`src/rtl/rgb_pkg.sv`:
```
// Pixel types and reader FSM states shared by the RGB frame RAM, source and reader stages.
package rgb_pkg;

    localparam int RGB_DW = 8;

    typedef struct packed {
        logic [RGB_DW-1:0] r;
        logic [RGB_DW-1:0] g;
        logic [RGB_DW-1:0] b;
    } rgb_t;

    typedef struct packed {
        rgb_t pix;
        logic sof;
        logic eol;
        logic eof;
    } pix_tag_t;

    typedef enum logic [1:0] {
        ST_IDLE = 2'd0,
        ST_RUN  = 2'd1,
        ST_DONE = 2'd2
    } rd_state_t;

endpackage

```
`src/rtl/rgb_frame_reader_if.sv`:
```
// Valid/ready pixel stream with frame markers leaving the frame reader.
interface rgb_frame_reader_if #(
    parameter int DATA_WIDTH = 8
);
    logic                  out_valid;
    logic                  out_ready;
    logic [DATA_WIDTH-1:0] out_R;
    logic [DATA_WIDTH-1:0] out_G;
    logic [DATA_WIDTH-1:0] out_B;
    logic                  out_sof;
    logic                  out_eol;
    logic                  out_eof;

    modport master (
        output out_valid, out_R, out_G, out_B, out_sof, out_eol, out_eof,
        input  out_ready
    );

    modport slave (
        input  out_valid, out_R, out_G, out_B, out_sof, out_eol, out_eof,
        output out_ready
    );
endinterface

```
`src/rtl/rgb_frame_reader_skid_buf.sv`:
```
// Two-entry valid/ready FIFO of tagged pixels; occupancy is exported for read credit.
module pix_skid_buf
    import rgb_pkg::*;
(
    input  logic       clk,
    input  logic       rst,
    input  logic       i_push,
    input  pix_tag_t   i_data,
    input  logic       i_pop,
    output pix_tag_t   o_head,
    output logic       o_valid,
    output logic [1:0] o_occ
);
    pix_tag_t   r_mem [2];
    logic       r_wr_ptr;
    logic       r_rd_ptr;
    logic [1:0] r_count;

    always_ff @(posedge clk or posedge rst) begin
        if (rst) begin
            for (int i = 0; i < 2; i++) r_mem[i] <= '0;
            r_wr_ptr <= 1'b0;
            r_rd_ptr <= 1'b0;
            r_count  <= 2'd0;
        end else begin
            if (i_push) begin
                r_mem[r_wr_ptr] <= i_data;
                r_wr_ptr        <= ~r_wr_ptr;
            end
            if (i_pop) r_rd_ptr <= ~r_rd_ptr;
            case ({i_push, i_pop})
                2'b10:   r_count <= r_count + 2'd1;
                2'b01:   r_count <= r_count - 2'd1;
                default: r_count <= r_count;
            endcase
        end
    end

    assign o_head  = r_mem[r_rd_ptr];
    assign o_valid = (r_count != 2'd0);
    assign o_occ   = r_count;
endmodule

```
`src/rtl/rgb_frame_reader.sv`:
```
// Raster-scan reader: walks one frame of RAM addresses and streams tagged pixels
// behind the RAM's one-cycle read latency.
module rgb_frame_reader
    import rgb_pkg::*;
#(
    parameter int DATA_WIDTH = RGB_DW,
    parameter int ADD_WIDTH  = 12,
    parameter int IMG_W      = 64,
    parameter int IMG_H      = 64
)(
    input  logic                  clk,
    input  logic                  rst,
    input  logic                  start,
    output logic [ADD_WIDTH-1:0]  address_read,
    input  logic [DATA_WIDTH-1:0] data_r_R,
    input  logic [DATA_WIDTH-1:0] data_r_G,
    input  logic [DATA_WIDTH-1:0] data_r_B,
    rgb_frame_reader_if.master    pix,
    output logic                  busy,
    output logic                  done
);
    localparam int NPIX  = IMG_W * IMG_H;
    localparam int COL_W = (IMG_W > 1) ? $clog2(IMG_W) : 1;
    localparam logic [ADD_WIDTH-1:0] LAST_ADDR = ADD_WIDTH'(NPIX - 1);
    localparam logic [COL_W-1:0]     LAST_COL  = COL_W'(IMG_W - 1);

    rd_state_t      r_state;
    rd_state_t      w_state_nxt;
    logic [COL_W-1:0] r_col;
    logic           r_all_issued;
    logic           r_inflight;
    logic           r_sof_p0;
    logic           r_eol_p0;
    logic           r_eof_p0;
    logic           w_issue;
    logic           w_pop;
    logic           w_head_vld;
    logic [1:0]     w_occ;
    logic [2:0]     w_load;
    pix_tag_t       w_push_data;
    pix_tag_t       w_head;

    // Buffer slots already spoken for after this cycle's pop; a new read needs one free.
    assign w_pop   = w_head_vld && pix.out_ready;
    assign w_load  = 3'(w_occ) + 3'(r_inflight) - 3'(w_pop);
    assign w_issue = (r_state == ST_RUN) && !r_all_issued && (w_load < 3'd2);

    always_comb begin
        w_state_nxt = r_state;
        case (r_state)
            ST_IDLE: if (start) w_state_nxt = ST_RUN;
            ST_RUN:  if (r_all_issued && !r_inflight && (w_load == 3'd0)) w_state_nxt = ST_DONE;
            ST_DONE: w_state_nxt = ST_IDLE;
            default: w_state_nxt = ST_IDLE;
        endcase
    end

    always_ff @(posedge clk or posedge rst) begin
        if (rst) begin
            r_state      <= ST_IDLE;
            address_read <= '0;
            r_col        <= '0;
            r_all_issued <= 1'b0;
            r_inflight   <= 1'b0;
            r_sof_p0     <= 1'b0;
            r_eol_p0     <= 1'b0;
            r_eof_p0     <= 1'b0;
        end else begin
            r_state    <= w_state_nxt;
            r_inflight <= w_issue;
            if (w_issue) begin
                r_sof_p0 <= (address_read == '0);
                r_eol_p0 <= (r_col == LAST_COL);
                r_eof_p0 <= (address_read == LAST_ADDR);
            end
            if ((r_state == ST_IDLE) && start) begin
                address_read <= '0;
                r_col        <= '0;
                r_all_issued <= 1'b0;
            end else if (w_issue) begin
                if (address_read == LAST_ADDR) r_all_issued <= 1'b1;
                else                           address_read <= address_read + ADD_WIDTH'(1);
                r_col <= (r_col == LAST_COL) ? '0 : r_col + COL_W'(1);
            end
        end
    end

    // RAM data lands one cycle after its address; tags ride along from issue time.
    always_comb begin
        w_push_data.pix.r = data_r_R;
        w_push_data.pix.g = data_r_G;
        w_push_data.pix.b = data_r_B;
        w_push_data.sof   = r_sof_p0;
        w_push_data.eol   = r_eol_p0;
        w_push_data.eof   = r_eof_p0;
    end

    pix_skid_buf u_buf (
        .clk     (clk),
        .rst     (rst),
        .i_push  (r_inflight),
        .i_data  (w_push_data),
        .i_pop   (w_pop),
        .o_head  (w_head),
        .o_valid (w_head_vld),
        .o_occ   (w_occ)
    );

    assign pix.out_valid = w_head_vld;
    assign pix.out_R     = w_head.pix.r;
    assign pix.out_G     = w_head.pix.g;
    assign pix.out_B     = w_head.pix.b;
    assign pix.out_sof   = w_head.sof;
    assign pix.out_eol   = w_head.eol;
    assign pix.out_eof   = w_head.eof;
    assign busy          = (r_state != ST_IDLE);
    assign done          = (r_state == ST_DONE);
endmodule

```
`src/flat_wrapper.sv`:
```
// flat-port wrapper written by rule: the top's interface ports become plain ports
module rgb_frame_reader_flat import rgb_pkg::*;
#(
    parameter int DATA_WIDTH = RGB_DW,
    parameter int ADD_WIDTH  = 12,
    parameter int IMG_W      = 64,
    parameter int IMG_H      = 64
)
  (clk, rst, start, address_read, data_r_R, data_r_G, data_r_B, busy, done, pix_out_valid, pix_out_R, pix_out_G, pix_out_B, pix_out_sof, pix_out_eol, pix_out_eof, pix_out_ready);
  rgb_frame_reader_if #(.DATA_WIDTH(DATA_WIDTH)) pix_i ();
  input  logic clk;
  input  logic rst;
  input  logic start;
  output logic [ADD_WIDTH-1:0] address_read;
  input  logic [DATA_WIDTH-1:0] data_r_R;
  input  logic [DATA_WIDTH-1:0] data_r_G;
  input  logic [DATA_WIDTH-1:0] data_r_B;
  output logic busy;
  output logic done;
  output wire logic [$bits(pix_i.out_valid)-1:0] pix_out_valid;
  output wire logic [$bits(pix_i.out_R)-1:0] pix_out_R;
  output wire logic [$bits(pix_i.out_G)-1:0] pix_out_G;
  output wire logic [$bits(pix_i.out_B)-1:0] pix_out_B;
  output wire logic [$bits(pix_i.out_sof)-1:0] pix_out_sof;
  output wire logic [$bits(pix_i.out_eol)-1:0] pix_out_eol;
  output wire logic [$bits(pix_i.out_eof)-1:0] pix_out_eof;
  input wire logic [$bits(pix_i.out_ready)-1:0] pix_out_ready;
  assign pix_out_valid = pix_i.out_valid;
  assign pix_out_R = pix_i.out_R;
  assign pix_out_G = pix_i.out_G;
  assign pix_out_B = pix_i.out_B;
  assign pix_out_sof = pix_i.out_sof;
  assign pix_out_eol = pix_i.out_eol;
  assign pix_out_eof = pix_i.out_eof;
  assign pix_i.out_ready = pix_out_ready;
  rgb_frame_reader #(.DATA_WIDTH(DATA_WIDTH), .ADD_WIDTH(ADD_WIDTH), .IMG_W(IMG_W), .IMG_H(IMG_H)) u_core (.clk(clk), .rst(rst), .start(start), .address_read(address_read), .data_r_R(data_r_R), .data_r_G(data_r_G), .data_r_B(data_r_B), .pix(pix_i), .busy(busy), .done(done));
endmodule
```
`config.mk`:
```
export PLATFORM = sky130hd
export DESIGN_NAME = rgb_frame_reader_flat
export DESIGN_NICKNAME = d
export VERILOG_FILES = /design/src/rtl/rgb_pkg.sv /design/src/rtl/rgb_frame_reader_if.sv /design/src/rtl/rgb_frame_reader_skid_buf.sv /design/src/rtl/rgb_frame_reader.sv /design/src/flat_wrapper.sv
export SDC_FILE = /design/constraint.sdc
export NUM_CORES = 1
export LEC_CHECK = 0
export BUFFER_PORTS_ARGS = -buffer_cell sky130_fd_sc_hd__buf_4
export CAP_MARGIN = 5
export CORE_MARGIN = 1
export CORE_UTILIZATION = 30
export CTS_CLUSTER_DIAMETER = 60
export DETAILED_ROUTE_END_ITERATION = 10
export PLACE_DENSITY = 0.52
export SLEW_MARGIN = 5
export SYNTH_ARGS = -nofsm -noshare
export SYNTH_HDL_FRONTEND = slang
export SYNTH_SLANG_ARGS = --single-unit
```
`constraint.sdc`:
```
create_clock -name clk -period 3.13 [get_ports clk]
set_input_delay 0.1565 -clock clk [delete_from_list [all_inputs] [get_ports clk]]
set_output_delay 0.1565 -clock clk [all_outputs]
set_load 0.03 [all_outputs]
```
# Yosys cells after proc, flatten, opt, wreduce, memory -nomap -nowiden
# Index checks and enable logic that the tools add are counted.
# totals
word_cells,85
in_bits,28
output_inout_bits,42
ff_bits,83
# op_classes
n_bitwise,4
n_eq_ne,9
magnitude_cmp,4
mux,19
n_reduce_logical,20
n_addsub,6
# ops
op,n
27-bit 2-to-1 mux,4
54-bit bitwise mux,1
12-bit 2-to-1 mux,3
27-bit demux with 1-bit select,1
6-bit 2-to-1 mux,3
12-bit by 1-bit adder with 12-bit output (second input constant),1
12-bit equality test (second input constant),1
12-bit logical NOT,1
2-bit nonzero test,5
2-bit case mux with 2 select lines,2
1-bit logical AND,7
6-bit by 1-bit adder with 6-bit output (second input constant),1
6-bit equality test (second input constant),1
2-bit inequality test (second input constant),3
2-bit AND reduction,3
2-bit by 1-bit equality test with 1-bit output (second input constant),2
2-bit equality test (second input constant),2
2-bit >= comparator (second input constant),2
2-bit 2-to-1 mux,2
1-bit inverter with 2-bit output,2
2-bit by 1-bit adder with 3-bit output,1
3-bit logical NOT,1
3-bit by 2-bit < comparator with 1-bit output (second input constant),1
1-bit 2-to-1 mux,3
7 further kinds,9

# Logic depth before layout (Yosys ltp)
# Gate-level depths: netlist (run 1).
# depth
ltp_word,7
ltp_mapped,13
mapped_depth_nobuf,12

# Cells and area by module
# From an unflattened synthesis (run 1), not the netlist that was laid out.
# hier_totals
hier_cells,302
area_unflattened_um2,3996.3
# modules_own_cells
module,instances,cells_per_inst,area_each_um2,seq_area_each_um2
pix_skid_buf,1,159,2524.9,1451.4
rgb_frame_reader,1,143,1471.4,625.6

# Least setup slack after synthesis (run 1)
# No wires, ideal clock.
# synth_path
path_kind,register to register
start,"register u_core.u_buf.r_count[1], in the netlist u_core.u_buf.o_occ[1]"
end,register u_core.address_read[6]
path_stages_with_launch,12
synth_period_minus_slack_ps,3209
setup_ps,77
t_arrival_ps,3132
t_required_ps,3053
n_path_buf,0
path_slack_ps,-79
cell_sequence,dfrtp_1 or2_2 and2_1 ha_1 inv_1 ha_1 inv_1 fa_1 and4bb_4 nand2_4 or4_1 a21oi_1
# synth_via
elab_chain_len,7
word_cells_on_any_way,8
cone_classes,add/sub: 2; order compare: 1; reduce/logical: 5
# synth_lines
item,line,rtl
from (decl),rgb_frame_reader_skid_buf.sv:17,logic [1:0] r_count;
from (signal assigned),rgb_frame_reader_skid_buf.sv:32,2'b10: r_count <= r_count + 2'd1;
from (signal assigned),rgb_frame_reader_skid_buf.sv:33,2'b01: r_count <= r_count - 2'd1;
from (signal assigned),rgb_frame_reader_skid_buf.sv:34,default: r_count <= r_count;
2-bit nonzero test,rgb_frame_reader_skid_buf.sv:40,assign o_valid = (r_count != 2'd0);
via pix_out_valid,flat_wrapper.sv:20,output wire logic [$bits(pix_i.out_valid)-1:0] pix_out_valid;
1-bit logical AND,rgb_frame_reader.sv:44,assign w_pop = w_head_vld && pix.out_ready;
via u_core.u_buf.i_pop,rgb_frame_reader_skid_buf.sv:9,"input logic i_pop,"
3-bit by 1-bit subtractor with 3-bit output,rgb_frame_reader.sv:45,assign w_load = 3'(w_occ) + 3'(r_inflight) - 3'(w_pop);
3-bit by 2-bit < comparator with 1-bit output,rgb_frame_reader.sv:46,assign w_issue = (r_state == ST_RUN) && !r_all_issued && (w_load < 3'd2);
1-bit logical AND,rgb_frame_reader.sv:46,
2-bit nonzero test (no source line),n/a,
2-bit AND reduction (no source line),n/a,
to (signal assigned),rgb_frame_reader.sv:82,else address_read <= address_read + ADD_WIDTH'(1);
to (decl),rgb_frame_reader.sv:14,"output logic [ADD_WIDTH-1:0] address_read,"
# The timed path passes the listed nets, and every way through them passes these cells.
# A chain may end at the register's enable or synchronous reset.

# Worst setup path after layout (run 1)
# layout_path
start,"register u_core.u_buf.r_count[0], in the netlist u_core.u_buf.o_occ[0]"
end,register u_core.address_read[4]
# layout_via
elab_chain_len,7
word_cells_on_any_way,8
cone_classes,add/sub: 2; order compare: 1; reduce/logical: 5
# layout_lines
item,line
2-bit nonzero test,rgb_frame_reader_skid_buf.sv:40
1-bit logical AND,rgb_frame_reader.sv:44
via u_core.u_buf.i_pop,rgb_frame_reader_skid_buf.sv:9
3-bit by 1-bit subtractor with 3-bit output,rgb_frame_reader.sv:45
3-bit by 2-bit < comparator with 1-bit output,rgb_frame_reader.sv:46
1-bit logical AND,rgb_frame_reader.sv:46
2-bit nonzero test (no source line),n/a
2-bit AND reduction (no source line),n/a
# The timed path passes the listed nets, and every way through them passes these cells.

==> reports/results.md, run 1 <==
| Parameter | Value |
|:---|:---|
| Result of the run | finished, final reports clean |
| Ratio of total power to cell area | 1190 nW/um^2 |
| Most frequent standard cell in the layout excluding fill and tap cells | sky130_fd_sc_hd__buf_4 |
| DRC violation count after routing | 0 |
| Routed length per placed instance | 15.7 um |
| Post-layout worst setup margin | 0.145 ns |
| Last weighted congestion value of the routability-driven placer | 0.788 |
| Buffer type at the clock tree root | sky130_fd_sc_hd__clkbuf_16 |
| Arrival time reported for the critical path endpoint | 3.25 ns |
| Core region area | 12700 sq um |
| Area of the multi-input gates | 1770 sq um |
| Die outline area | 13500 sq um |
| Sequential-to-total area share from yosys stat | 53.0% |
| Number of failing hold endpoints at the final stage | 0 |
| Worst-skew pair later-pin latency | 0.34 ns |
| Count of vias placed by the detailed router | 2729 |
| ANT nets after route | 0 |
| Worst Max-Slew Pin Slew | 0.880 ns |
| Cell mode on critical path | sky130_fd_sc_hd__inv_1 |
| Placed Area | 4660 sq um |
| Total clock buffers created by CTS | 9 |
| Post-Route WL | 8.83 mm |
| Worst hold slack | 0.0565 ns |
| Cell class contributing the biggest share of worst-path delay | simple AND/OR/NAND/NOR gates |
| Final non-filler cell total | 562 |
| Unrepaired setup endpoints after global routing | false |
| Most used cells in the layout excluding fill and tap cells | sky130_fd_sc_hd__buf_4 (84), sky130_fd_sc_hd__dfrtp_1 (83), sky130_fd_sc_hd__mux2_2 (81), sky130_fd_sc_hd__nand3_1 (14), sky130_fd_sc_hd__nand2_1 (13) |
| Per-cell via count in the routed design | 4.86 |
| Mean Syn Cell Area | 13.0 sq um |
| Synth warnings | 0 |
| Initial standard-cell utilization of the core | 30.9% |
| Die H | 116 um |
| Number of instances in the synthesized netlist | 302 |
| Layout Cell Area excl Fill | 5140 sq um |
| I/O pins | 70 |
| Post-Place Worst Slack | 0.00980 ns |
| Path category of the worst min-delay check | primary input to flip-flop |
| Filler instances | 1247 |
| GRT overflow | 0 |
| Total leakage power | 2.28 nW |
| Post-layout minimum cycle time | 2.99 ns |
| Vias in the first global route | 2711 |
| Cells along the critical path | or2_4 -> and2_1 -> ha_4 -> inv_1 -> ha_1 -> inv_1 -> fa_1 -> and4bb_4 -> nand2_8 -> or4_1 -> a21oi_2 |
| Final setup violation count | 0 |
| Final setup skew | 0.00682 ns |
| Fraction of final layout cells sized beyond drive strength 1 | 50.8% |
| Utilization after layout | 40.5% |
| Period Utilization, post-route | 95.4% |
| Peak supply drop | 0.000349 V |
| Cell with the largest stage delay on the worst path | sky130_fd_sc_hd__fa_1 |
| Flop and latch count out of synthesis | 83 |
| Nets in the synthesized netlist | 337 |
| Crit Path Class | flip-flop to flip-flop |
| Starting DRT DRC Count | 120 |
| Worst relative slew slack | 41.3% |
| Most used flip-flop cell after synthesis | sky130_fd_sc_hd__dfrtp_1 |
| Maximum number of pins on one net before global-route repair | 37 |
| Clock transition at the registers of the reported paths | 0.06 ns |
| Final net count | 420 |
| Area taken by flip-flops and latches | 2080 sq um |
| Combined global-route utilization of all metal layers | 13.8% |
| Power, Total | 6.09 mW |
| Input/output buffers | 69 |
| Sum of net half-perimeters after detailed placement | 5.91 mm |
| Placement row count | 41 |
| Clock tree buffer depth | 2 |
| Antenna diode count | 0 |
| Required time reported for the critical path endpoint | 3.39 ns |
| Flop-to-flop setup slack | 0.14 ns |
| Pins Over Slew Limit | 0 |
| Wire length of the first global-routing pass | 13.9 mm |
| Cell count after placement | 541 |
| Setup TNS | 0 ns |
| Iteration count of the initial detailed-routing pass | 4 |
| Clock tree from TritonCTS | built |
| CP Max Fanout | 11 |
| Initial antenna violation count | 0 |
| Maximum clock frequency | 335 MHz |
| CP endpoint kind | flip-flop |
| Die X | 116 um |
| Synth async-reset ratio | 100% |
| Total number of clock tree sinks | 83 |
| Startpoint type of the worst setup path | flip-flop |
| Number of synthesized flops with an enable pin | 0 |
| Buffering stage count on the worst path with inverters included | 2 |
| Max-cap violations | 0 |
| Count of different cell masters after synthesis | 47 |
| Maximum cell stage delay along the critical path | 0.52 ns |
| Area growth, synth to finish | 31.0% |
| H-tree Lvls | 3 |
| Post-synthesis cell area | 3920 sq um |
-- area by class of cell --
class                   count  share of cell area (%)
multi-input cells         196                    34.4
inverters                   9                   0.755
repair buffers             86                    12.9
clock inverters             4                    2.34
flip-flops and latches     83                    40.4
well taps                 172                    4.19
clock buffers              12                    4.99
-- cells by family (layout without fill, tap and decap cells) --
family	Yosys count	in the layout	share of synthesized area, %
AOI/OAI and AO/OA	33	33	5.68
xor gates and xnor gates	8	8	2.27
adders and majority gates	7	7	2.42
buffers and inverters	23	111	3.06
DFF	83	83	53.0
muxes	83	83	23.8
and+or+nand+nor	65	65	9.83
-- path summary, 6_finish.rpt --
check                                 startpoint                      to  depth (start not counted)
setup / recovery           u_core.u_buf.o_occ[0]  u_core.address_read[4]                         11
hold / removal                       data_r_B[4]   u_core.u_buf.r_mem[7]                          2
setup reg to reg           u_core.u_buf.o_occ[0]  u_core.address_read[4]                         11
hold reg to reg            u_core.u_buf.r_mem[1]   u_core.u_buf.r_mem[1]                          1
max in group asynchronous                    rst  u_core.u_buf.r_mem[10]                          4
min in group asynchronous                    rst         u_core.r_eol_p0                          3
-- state kept, by name, indices dropped and copies added (netlist names) --
register	cells
u_core.r_all_issued	1
u_core.u_buf.r_wr_ptr	1
u_core.r_eof_p0	1
u_core.address_read	12
u_core.r_inflight	1
u_core.r_sof_p0	1
u_core.r_eol_p0	1
u_core.r_col	6
u_core.r_state	2
u_core.u_buf.r_mem	54
u_core.u_buf.o_occ	2
u_core.u_buf.r_rd_ptr	1
-- layer usage --
metal	global-route usage, %	up-vias	wire length [um]
met3	3.48	9	495
met1	18.0	1374	3990
met2	21.5	76	4210
li1	-	1270	-
met4	6.41	0	141
met5	0	-	0
-- repair_timing --
item                                    in CTS  in global routing
endpoints found under the hold margin       17                  0
pin swaps                                    0                  3
endpoints found under the setup margin       1                 14
setup buffers                                0                  4
resized for setup                            1                  5
hold buffers                                 1                  0
-- cell usage after synthesis (all sizes together), types with 2 or more instances --
master / number / area, sq um
nand2: 14 / 60.1
and3: 5 / 32.5
a32o: 2 / 20.0
a21oi: 12 / 60.1
nor2: 8 / 32.5
o311ai: 2 / 17.5
o21ai: 4 / 20.0
o31ai: 3 / 22.5
or2: 2 / 12.5
ha: 6 / 75.1
or4: 4 / 30.0
and4: 3 / 31.3
dfrtp: 83 / 2080
inv: 9 / 33.8
mux2i: 2 / 20.0
xnor2: 3 / 45.1
nand3: 14 / 70.1
clkbuf: 2 / 7.51
xor2: 5 / 43.8
o41ai: 4 / 35.0
nand4: 5 / 37.5
mux2: 81 / 912
buf: 12 / 78.8
-- power breakdown --
group,switching [mW],internal [mW],leakage (nW)
clock network,0.418,0.904,0.183
logic,1.55,1.46,1.08
registers,0.238,1.52,1.02
Power figures use the tool's default switching activity.
==> run 2, diff against run 1 <==
Settings changed: PLACE_DENSITY 0.52 to unset.
Clock period 3.13 ns to 2.41 ns, I/O delays scaled along.
==> run 2 against run 1 <==
- first-iteration DRC count down 1.7%
- combinational power up 41%
- sequential cell count unchanged
- design area up 2.0%
- routed wire length down 3.2%
- clock skew about the same
- utilization up 0.83 points
- sequential power up 31%
- the run now ends with setup timing left
- sequential share of layout area down 0.79 points
- via count up 1.4%
- count of clock-buffer cells in the layout down 2
- clock power about the same
==> reports/results.md, run 2 (synthesized netlist as in run 1, its figures left out) <==
| Parameter | Value | vs previous |
|:---|:---|:---|
| Crit Path Class | flip-flop to flip-flop |  |
| H-tree Lvls | 3 | unchanged |
| Maximum clock frequency | 361 MHz | +7.7% |
| Wire length of the first global-routing pass | 13.8 mm | -0.24% |
| Most used cells in the layout excluding fill and tap cells | sky130_fd_sc_hd__buf_4 (86), sky130_fd_sc_hd__dfrtp_1 (82), sky130_fd_sc_hd__mux2_2 (81), sky130_fd_sc_hd__nand2_1 (13), sky130_fd_sc_hd__a21oi_1 (10) |  |
| Antenna diode count | 0 | unchanged |
| Pins Over Slew Limit | 0 | unchanged |
| Ratio of total power to cell area | 1490 nW/um^2 | +26% |
| Die outline area | 13500 sq um | unchanged |
| Sum of net half-perimeters after detailed placement | 5.73 mm | -3.0% |
| Iteration count of the initial detailed-routing pass | 4 | unchanged |
| CP Max Fanout | 8 | -3 |
| Die X | 116 um | unchanged |
| Clock tree from TritonCTS | built |  |
| Post-Route WL | 8.55 mm | -3.2% |
| Core region area | 12700 sq um | unchanged |
| ANT nets after route | 0 | unchanged |
| R2r endpoint | u_core.r_col[5] |  |
| Period Utilization, post-route | 115% | +20 points |
| I/O pins | 70 | unchanged |
| Critical Path Start | u_core.u_buf.o_occ[1] |  |
| Worst Max-Slew Pin Slew | 0.646 ns | -0.234 ns |
| Worst hold slack | 0.0218 ns | -0.0347 ns |
| Buffer type at the clock tree root | sky130_fd_sc_hd__clkbuf_16 |  |
| Final setup violation count | 25 | +25 |
| Violations in the final reports | setup timing |  |
| Flip-flop count of the largest register after layout | 54 | unchanged |
| Total number of clock tree sinks | 83 | unchanged |
| Required time reported for the critical path endpoint | 2.64 ns | -0.75 ns |
| Worst-skew pair later-pin latency | 0.34 ns | about the same |
| Launch instance of the worst min-delay path | data_r_G[2] |  |
| Clock tree buffer depth | 2 | unchanged |
| Post-layout worst setup margin | -0.361 ns | -0.506 ns |
| Most frequent standard cell in the layout excluding fill and tap cells | sky130_fd_sc_hd__buf_4 |  |
| Initial standard-cell utilization of the core | 30.9% | unchanged |
| Starting DRT DRC Count | 118 | -1.7% |
| Clock transition at the registers of the reported paths | 0.07 ns | about the same |
| Max-cap violations | 0 | unchanged |
| Register ranked first by flip-flop count | u_core.u_buf.r_mem |  |
| Path category of the worst min-delay check | primary input to flip-flop |  |
| Result of the run | finished with violations |  |
| Vias in the first global route | 2860 | +5.5% |
| Area growth, synth to finish | 33.7% |  |
| CP endpoint kind | flip-flop |  |
| Input/output buffers | 69 | unchanged |
| Final net count | 429 | +2.1% |
| DRC violation count after routing | 0 | unchanged |
| Routed length per placed instance | 15.0 um | -4.7% |
| Number of failing hold endpoints at the final stage | 0 | unchanged |
| Critical R2R Launch | u_core.u_buf.o_occ[1] |  |
| Unrepaired setup endpoints after global routing | true |  |
| Placed Area | 4760 sq um | +2.2% |
| Arrival time reported for the critical path endpoint | 3.00 ns | -0.25 ns |
| Die H | 116 um | unchanged |
| Worst Reg-to-Reg Cells | 13 | +2 |
| Total leakage power | 2.30 nW | +0.63% |
| Combined global-route utilization of all metal layers | 13.4% | -0.41 points |
| Flop-to-flop setup slack | -0.36 ns | -0.51 ns |
| Maximum number of pins on one net before global-route repair | 55 | +49% |
| Post-layout minimum cycle time | 2.77 ns | -0.214 ns |
| Peak supply drop | 0.000439 V | +26% |
| Count of vias placed by the detailed router | 2768 | +1.4% |
| GRT overflow | 0 | unchanged |
| Per-cell via count in the routed design | 4.85 | -0.17% |
| Startpoint type of the worst setup path | flip-flop |  |
| Layout Cell Area excl Fill | 5240 sq um | +2.0% |
| Filler instances | 1228 | -1.5% |
| Last weighted congestion value of the routability-driven placer | 0.769 | -2.3% |
| Final setup skew | 0.00642 ns | -0.000403 ns |
| Fraction of final layout cells sized beyond drive strength 1 | 56.9% | +6.1 points |
| Placement row count | 41 | unchanged |
| Hold path endpoint | u_core.u_buf.r_mem[13] |  |
| Top flop regs | u_core.u_buf.r_mem x54, u_core.address_read x12, u_core.r_col x6 |  |
| Initial antenna violation count | 0 | unchanged |
| Cells on Worst Hold Path | 2 | unchanged |
| Total clock buffers created by CTS | 9 | unchanged |
| Worst relative slew slack | 56.9% | +16 points |
## run 2: how the worst max path moves through the flow
stage / end / depth (start not counted) / slack, ns
after detailed placement: u_core.r_col[3] / 13 / -0.47
after floorplan: u_core.address_read[4] / 11 / -0.50
after CTS: u_core.address_read[9] / 11 / -0.37
final: u_core.r_col[5] / 13 / -0.36
after global placement: u_core.r_col[3] / 13 / -0.42
after global routing: u_core.r_col[5] / 13 / -0.46
## run 2: through the flow
step                total power [mW]  setup slack [ns]  std cells  util [%]  TNS [ns]
finish                          7.83            -0.361        571      41.4     -6.66
CTS                             7.66            -0.370        566      40.8     -6.70
floorplan                       4.94            -0.504        302         -     -8.90
global route                    8.32            -0.465        571      41.4     -9.44
detailed placement              6.13            -0.474        545      37.6     -8.85
global placement                6.03            -0.419        545      37.6     -7.53
## run 2: routing by layer
metal	wire (um)	vias to the layer above	track usage [%]
met4	127	0	6.07
li1	-	1284	-
met3	409	10	2.65
met2	4310	52	22.8
met5	0	-	0
met1	3710	1422	16.3
## run 2: repair_timing
| action | CTS | global route |
|---|---|---|
| setup buffers | 4 | 5 |
| endpoints found under the hold margin | 29 | 0 |
| pin swaps | 11 | 4 |
| setup endpoints to repair | 25 | 25 |
| hold buffers | 1 | 0 |
| resized for setup | 18 | 6 |
## run 2: area by class of cell
| cell class | count | area, sq um | area share, % |
|---|---|---|---|
| clock buffer | 10 | 239 | 4.56 |
| clock inverter | 6 | 48.8 | 0.931 |
| inverter | 9 | 41.3 | 0.788 |
| timing repair buffer | 95 | 772 | 14.7 |
| sequential | 83 | 2080 | 39.7 |
| tap | 172 | 215 | 4.11 |
| multi-input combinational | 196 | 1850 | 35.2 |
## run 2: worst max-delay path, cell delays in order (launching register included)
cell	delay [ns]
sky130_fd_sc_hd__dfrtp_2	0.40
sky130_fd_sc_hd__or2_4	0.25
sky130_fd_sc_hd__and2_4	0.15
sky130_fd_sc_hd__ha_4	0.22
sky130_fd_sc_hd__inv_4	0.06
sky130_fd_sc_hd__ha_4	0.12
sky130_fd_sc_hd__inv_2	0.03
sky130_fd_sc_hd__fa_1	0.49
sky130_fd_sc_hd__and4bb_4	0.30
sky130_fd_sc_hd__nand2_4	0.10
sky130_fd_sc_hd__clkinvlp_4	0.14
sky130_fd_sc_hd__buf_4	0.13
sky130_fd_sc_hd__nand3_2	0.06
sky130_fd_sc_hd__a32o_1	0.22
## run 2: power by group
part / total, mW / internal [mW] / leakage (nW) / switching [mW]
logic: 4.24 / 2.14 / 1.15 / 2.09
registers: 2.30 / 1.97 / 1.02 / 0.325
clock network: 1.30 / 0.733 / 0.131 / 0.571
==> run 3, diff against run 2 <==
Settings changed: PLACE_DENSITY set to 0.52.
==> run 3 against run 2 <==
- the run still ends with setup timing left
- clock skew grew 0.0018 ns
- utilization shrank 0.42 points
- power shrank 2.5%
- count of clock-buffer cells in the layout is the same
- design area shrank 1.0%
- die area is the same
- combinational power shrank 3%
- clock power shrank 5%
- setup slack lost 0.022 ns
- largest power group unchanged
- highest routed layer unchanged
==> reports/results.md, run 3 (synthesized netlist as in run 1, its figures left out) <==
| Parameter | Value | vs previous |
|:---|:---|:---|
| Result of the run | finished with violations |  |
| Violations in the final reports | setup timing |  |
| I/O pins | 70 | unchanged |
| Fraction of final layout cells sized beyond drive strength 1 | 56.4% | -0.47 points |
| Area growth, synth to finish | 32.3% |  |
| Area of the multi-input gates | 1840 sq um | -0.54% |
| Count of vias placed by the detailed router | 2761 | -0.25% |
| Per-cell via count in the routed design | 4.85 | about the same |
| Post-layout minimum cycle time | 2.79 ns | +0.0217 ns |
| Clock tree buffer depth | 2 | unchanged |
| Register ranked first by flip-flop count | u_core.u_buf.r_mem |  |
| Number of failing hold endpoints at the final stage | 0 | unchanged |
| Placement row count | 41 | unchanged |
| Utilization after layout | 40.9% | -0.42 points |
| Sum of net half-perimeters after detailed placement | 5.73 mm | about the same |
| Setup TNS | -7.18 ns | -0.528 ns |
| Input/output buffers | 69 | unchanged |
| CP endpoint kind | flip-flop |  |
| Share of power burned in combinational logic | 53.7% | -0.4 points |
| Maximum number of pins on one net before global-route repair | 63 | +15% |
| Unrepaired setup endpoints after global routing | true |  |
| Final net count | 429 | unchanged |
| Core region area | 12700 sq um | unchanged |
| Clock tree from TritonCTS | built |  |
| GRT overflow | 0 | unchanged |
| Die H | 116 um | unchanged |
| Final setup skew | 0.00824 ns | +0.00182 ns |
| Startpoint type of the worst setup path | flip-flop |  |
| Worst Max-Slew Pin Slew | 0.550 ns | -0.0962 ns |
| Max-cap violations | 0 | unchanged |
| Buffer type at the clock tree root | sky130_fd_sc_hd__clkbuf_16 |  |
| Starting DRT DRC Count | 94 | -20% |
| Initial antenna violation count | 0 | unchanged |
| Final setup violation count | 25 | unchanged |
| Worst Reg-to-Reg Cells | 11 | -2 |
| Worst-skew pair later-pin latency | 0.34 ns | about the same |
| Post-Route WL | 8.77 mm | +2.6% |
| ANT nets after route | 0 | unchanged |
| Power, Total | 7.64 mW | -2.5% |
| Iteration count of the initial detailed-routing pass | 4 | unchanged |
| Worst relative slew slack | 63.3% | +6.4 points |
| Path category of the worst min-delay check | primary input to flip-flop |  |
| Last weighted congestion value of the routability-driven placer | 0.783 | +1.8% |
| CP Max Fanout | 5 | -3 |
| Routed length per placed instance | 15.4 um | +2.9% |
| Die X | 116 um | unchanged |
| Maximum clock frequency | 358 MHz | -0.78% |
| Arrival time reported for the critical path endpoint | 3.06 ns | +0.06 ns |
| Relative contribution of sequential cells to total power | 30.1% | +0.8 points |
| Total leakage power | 2.29 nW | -0.58% |
| Filler instances | 1256 | +2.3% |
| DRC violation count after routing | 0 | unchanged |
| Total number of clock tree sinks | 83 | unchanged |
| Flip-flop count of the largest register after layout | 54 | unchanged |
| Crit Path Class | flip-flop to flip-flop |  |
| Worst hold slack | 0.0243 ns | +0.00256 ns |
| Peak supply drop | 0.000425 V | -3.2% |
| Combined global-route utilization of all metal layers | 14.1% | +0.68 points |
| Top flop regs | u_core.u_buf.r_mem x54, u_core.address_read x12, u_core.r_col x6 |  |
| Most frequent standard cell in the layout excluding fill and tap cells | sky130_fd_sc_hd__buf_4 |  |
| Net Switching | 2.92 mW | -2.4% |
| Most used cells in the layout excluding fill and tap cells | sky130_fd_sc_hd__buf_4 (90), sky130_fd_sc_hd__dfrtp_1 (82), sky130_fd_sc_hd__mux2_2 (81), sky130_fd_sc_hd__nand3_1 (12), sky130_fd_sc_hd__nand2_1 (12) |  |
| Internal power of the cells | 4.72 mW | -2.5% |
| Antenna diode count | 0 | unchanged |
| Placed Area | 4780 sq um | +0.32% |
| H-tree Lvls | 3 | unchanged |
| Post-Place Worst Slack | -0.541 ns | -0.0678 ns |
| Pins Over Slew Limit | 0 | unchanged |
| Area taken by flip-flops and latches | 2080 sq um | unchanged |
| Vias in the first global route | 2803 | -2.0% |
| Total clock buffers created by CTS | 9 | unchanged |
| Die outline area | 13500 sq um | unchanged |
| Required time reported for the critical path endpoint | 2.68 ns | +0.04 ns |
| Cell count after placement | 547 | +0.37% |
| Clock transition at the registers of the reported paths | 0.06 ns | about the same |
| Wire length of the first global-routing pass | 14.3 mm | +3.4% |
| Final non-filler cell total | 569 | -0.35% |
| Ratio of total power to cell area | 1470 nW/um^2 | -1.5% |
| Post-layout worst setup margin | -0.383 ns | -0.0217 ns |
| Layout Cell Area excl Fill | 5190 sq um | -1.0% |
| Initial standard-cell utilization of the core | 30.9% | unchanged |
| Switching fraction of total power | 38.2% | about the same |
| Clk network pwr share | 16.2% | -0.4 points |
| Period Utilization, post-route | 116% | +0.90 points |
| Cells on Worst Hold Path | 2 | unchanged |
[run 3: cell types whose count changed in the layout (fill, tap and decap cells not counted), moves of 3 or more]
cell / delta
sky130_fd_sc_hd__nand3_2: -5
sky130_fd_sc_hd__a21oi_1: -4
sky130_fd_sc_hd__a21oi_2: +4
sky130_fd_sc_hd__buf_4: +4
sky130_fd_sc_hd__nand3_1: +4
sky130_fd_sc_hd__buf_6: -3
[run 3: worst paths after layout]
kind                                               end                  start  slack (ns)
worst min-delay path            u_core.u_buf.r_mem[39]            data_r_G[1]        0.02
max in group asynchronous        u_core.u_buf.o_occ[1]                    rst        1.39
min in group asynchronous       u_core.u_buf.r_mem[25]                    rst        0.32
worst max-delay path            u_core.address_read[9]  u_core.u_buf.o_occ[1]       -0.38
worst max register to register  u_core.address_read[9]  u_core.u_buf.o_occ[1]       -0.38
worst min register to register   u_core.u_buf.r_wr_ptr  u_core.u_buf.r_wr_ptr        0.48
[run 3: what timing repair did]
item                                    CTS  global route
hold endpoints to repair                 21             0
pin swaps                                 8             4
hold buffers                              1             0
buffers inserted                          5             2
endpoints found under the setup margin   25            25
gates resized for setup                  11             9
[run 3: power groups by stage]
| stage | Clock [mW] | Combinational, mW | Sequential [mW] |
|---|---|---|---|
| after floorplan | 0 | 2.67 | 2.28 |
| after global placement | 0 | 3.79 | 2.29 |
| after detailed placement | 0 | 3.84 | 2.32 |
| after CTS | 1.29 | 4.09 | 2.31 |
| after global routing | 1.35 | 4.43 | 2.38 |
| final | 1.24 | 4.11 | 2.30 |
[run 3: cell type report]
class,instances,area share [%]
Timing Repair Buffer,95,14.4
Multi-Input combinational cell,196,35.4
Tap cell,172,4.15
Inverter,9,0.796
Clock inverter,4,0.555
Sequential cell,83,40.1
Clock buffer,10,4.61
[run 3: per-layer routing]
layer  wire length [um]  global-route usage [%]
met3                523                    3.74
met5                  0                       0
met2               4230                    22.6
met4                152                    5.47
met1               3870                    18.0
[run 3: worst max-delay path: stages (launching register included)]
cell,delay [ns]
sky130_fd_sc_hd__dfrtp_2,0.39
sky130_fd_sc_hd__or2_4,0.25
sky130_fd_sc_hd__and2_4,0.15
sky130_fd_sc_hd__ha_4,0.22
sky130_fd_sc_hd__inv_4,0.06
sky130_fd_sc_hd__ha_4,0.12
sky130_fd_sc_hd__inv_2,0.03
sky130_fd_sc_hd__fa_1,0.50
sky130_fd_sc_hd__and4bb_4,0.31
sky130_fd_sc_hd__nand4_4,0.14
sky130_fd_sc_hd__or4_4,0.44
sky130_fd_sc_hd__a21oi_2,0.12
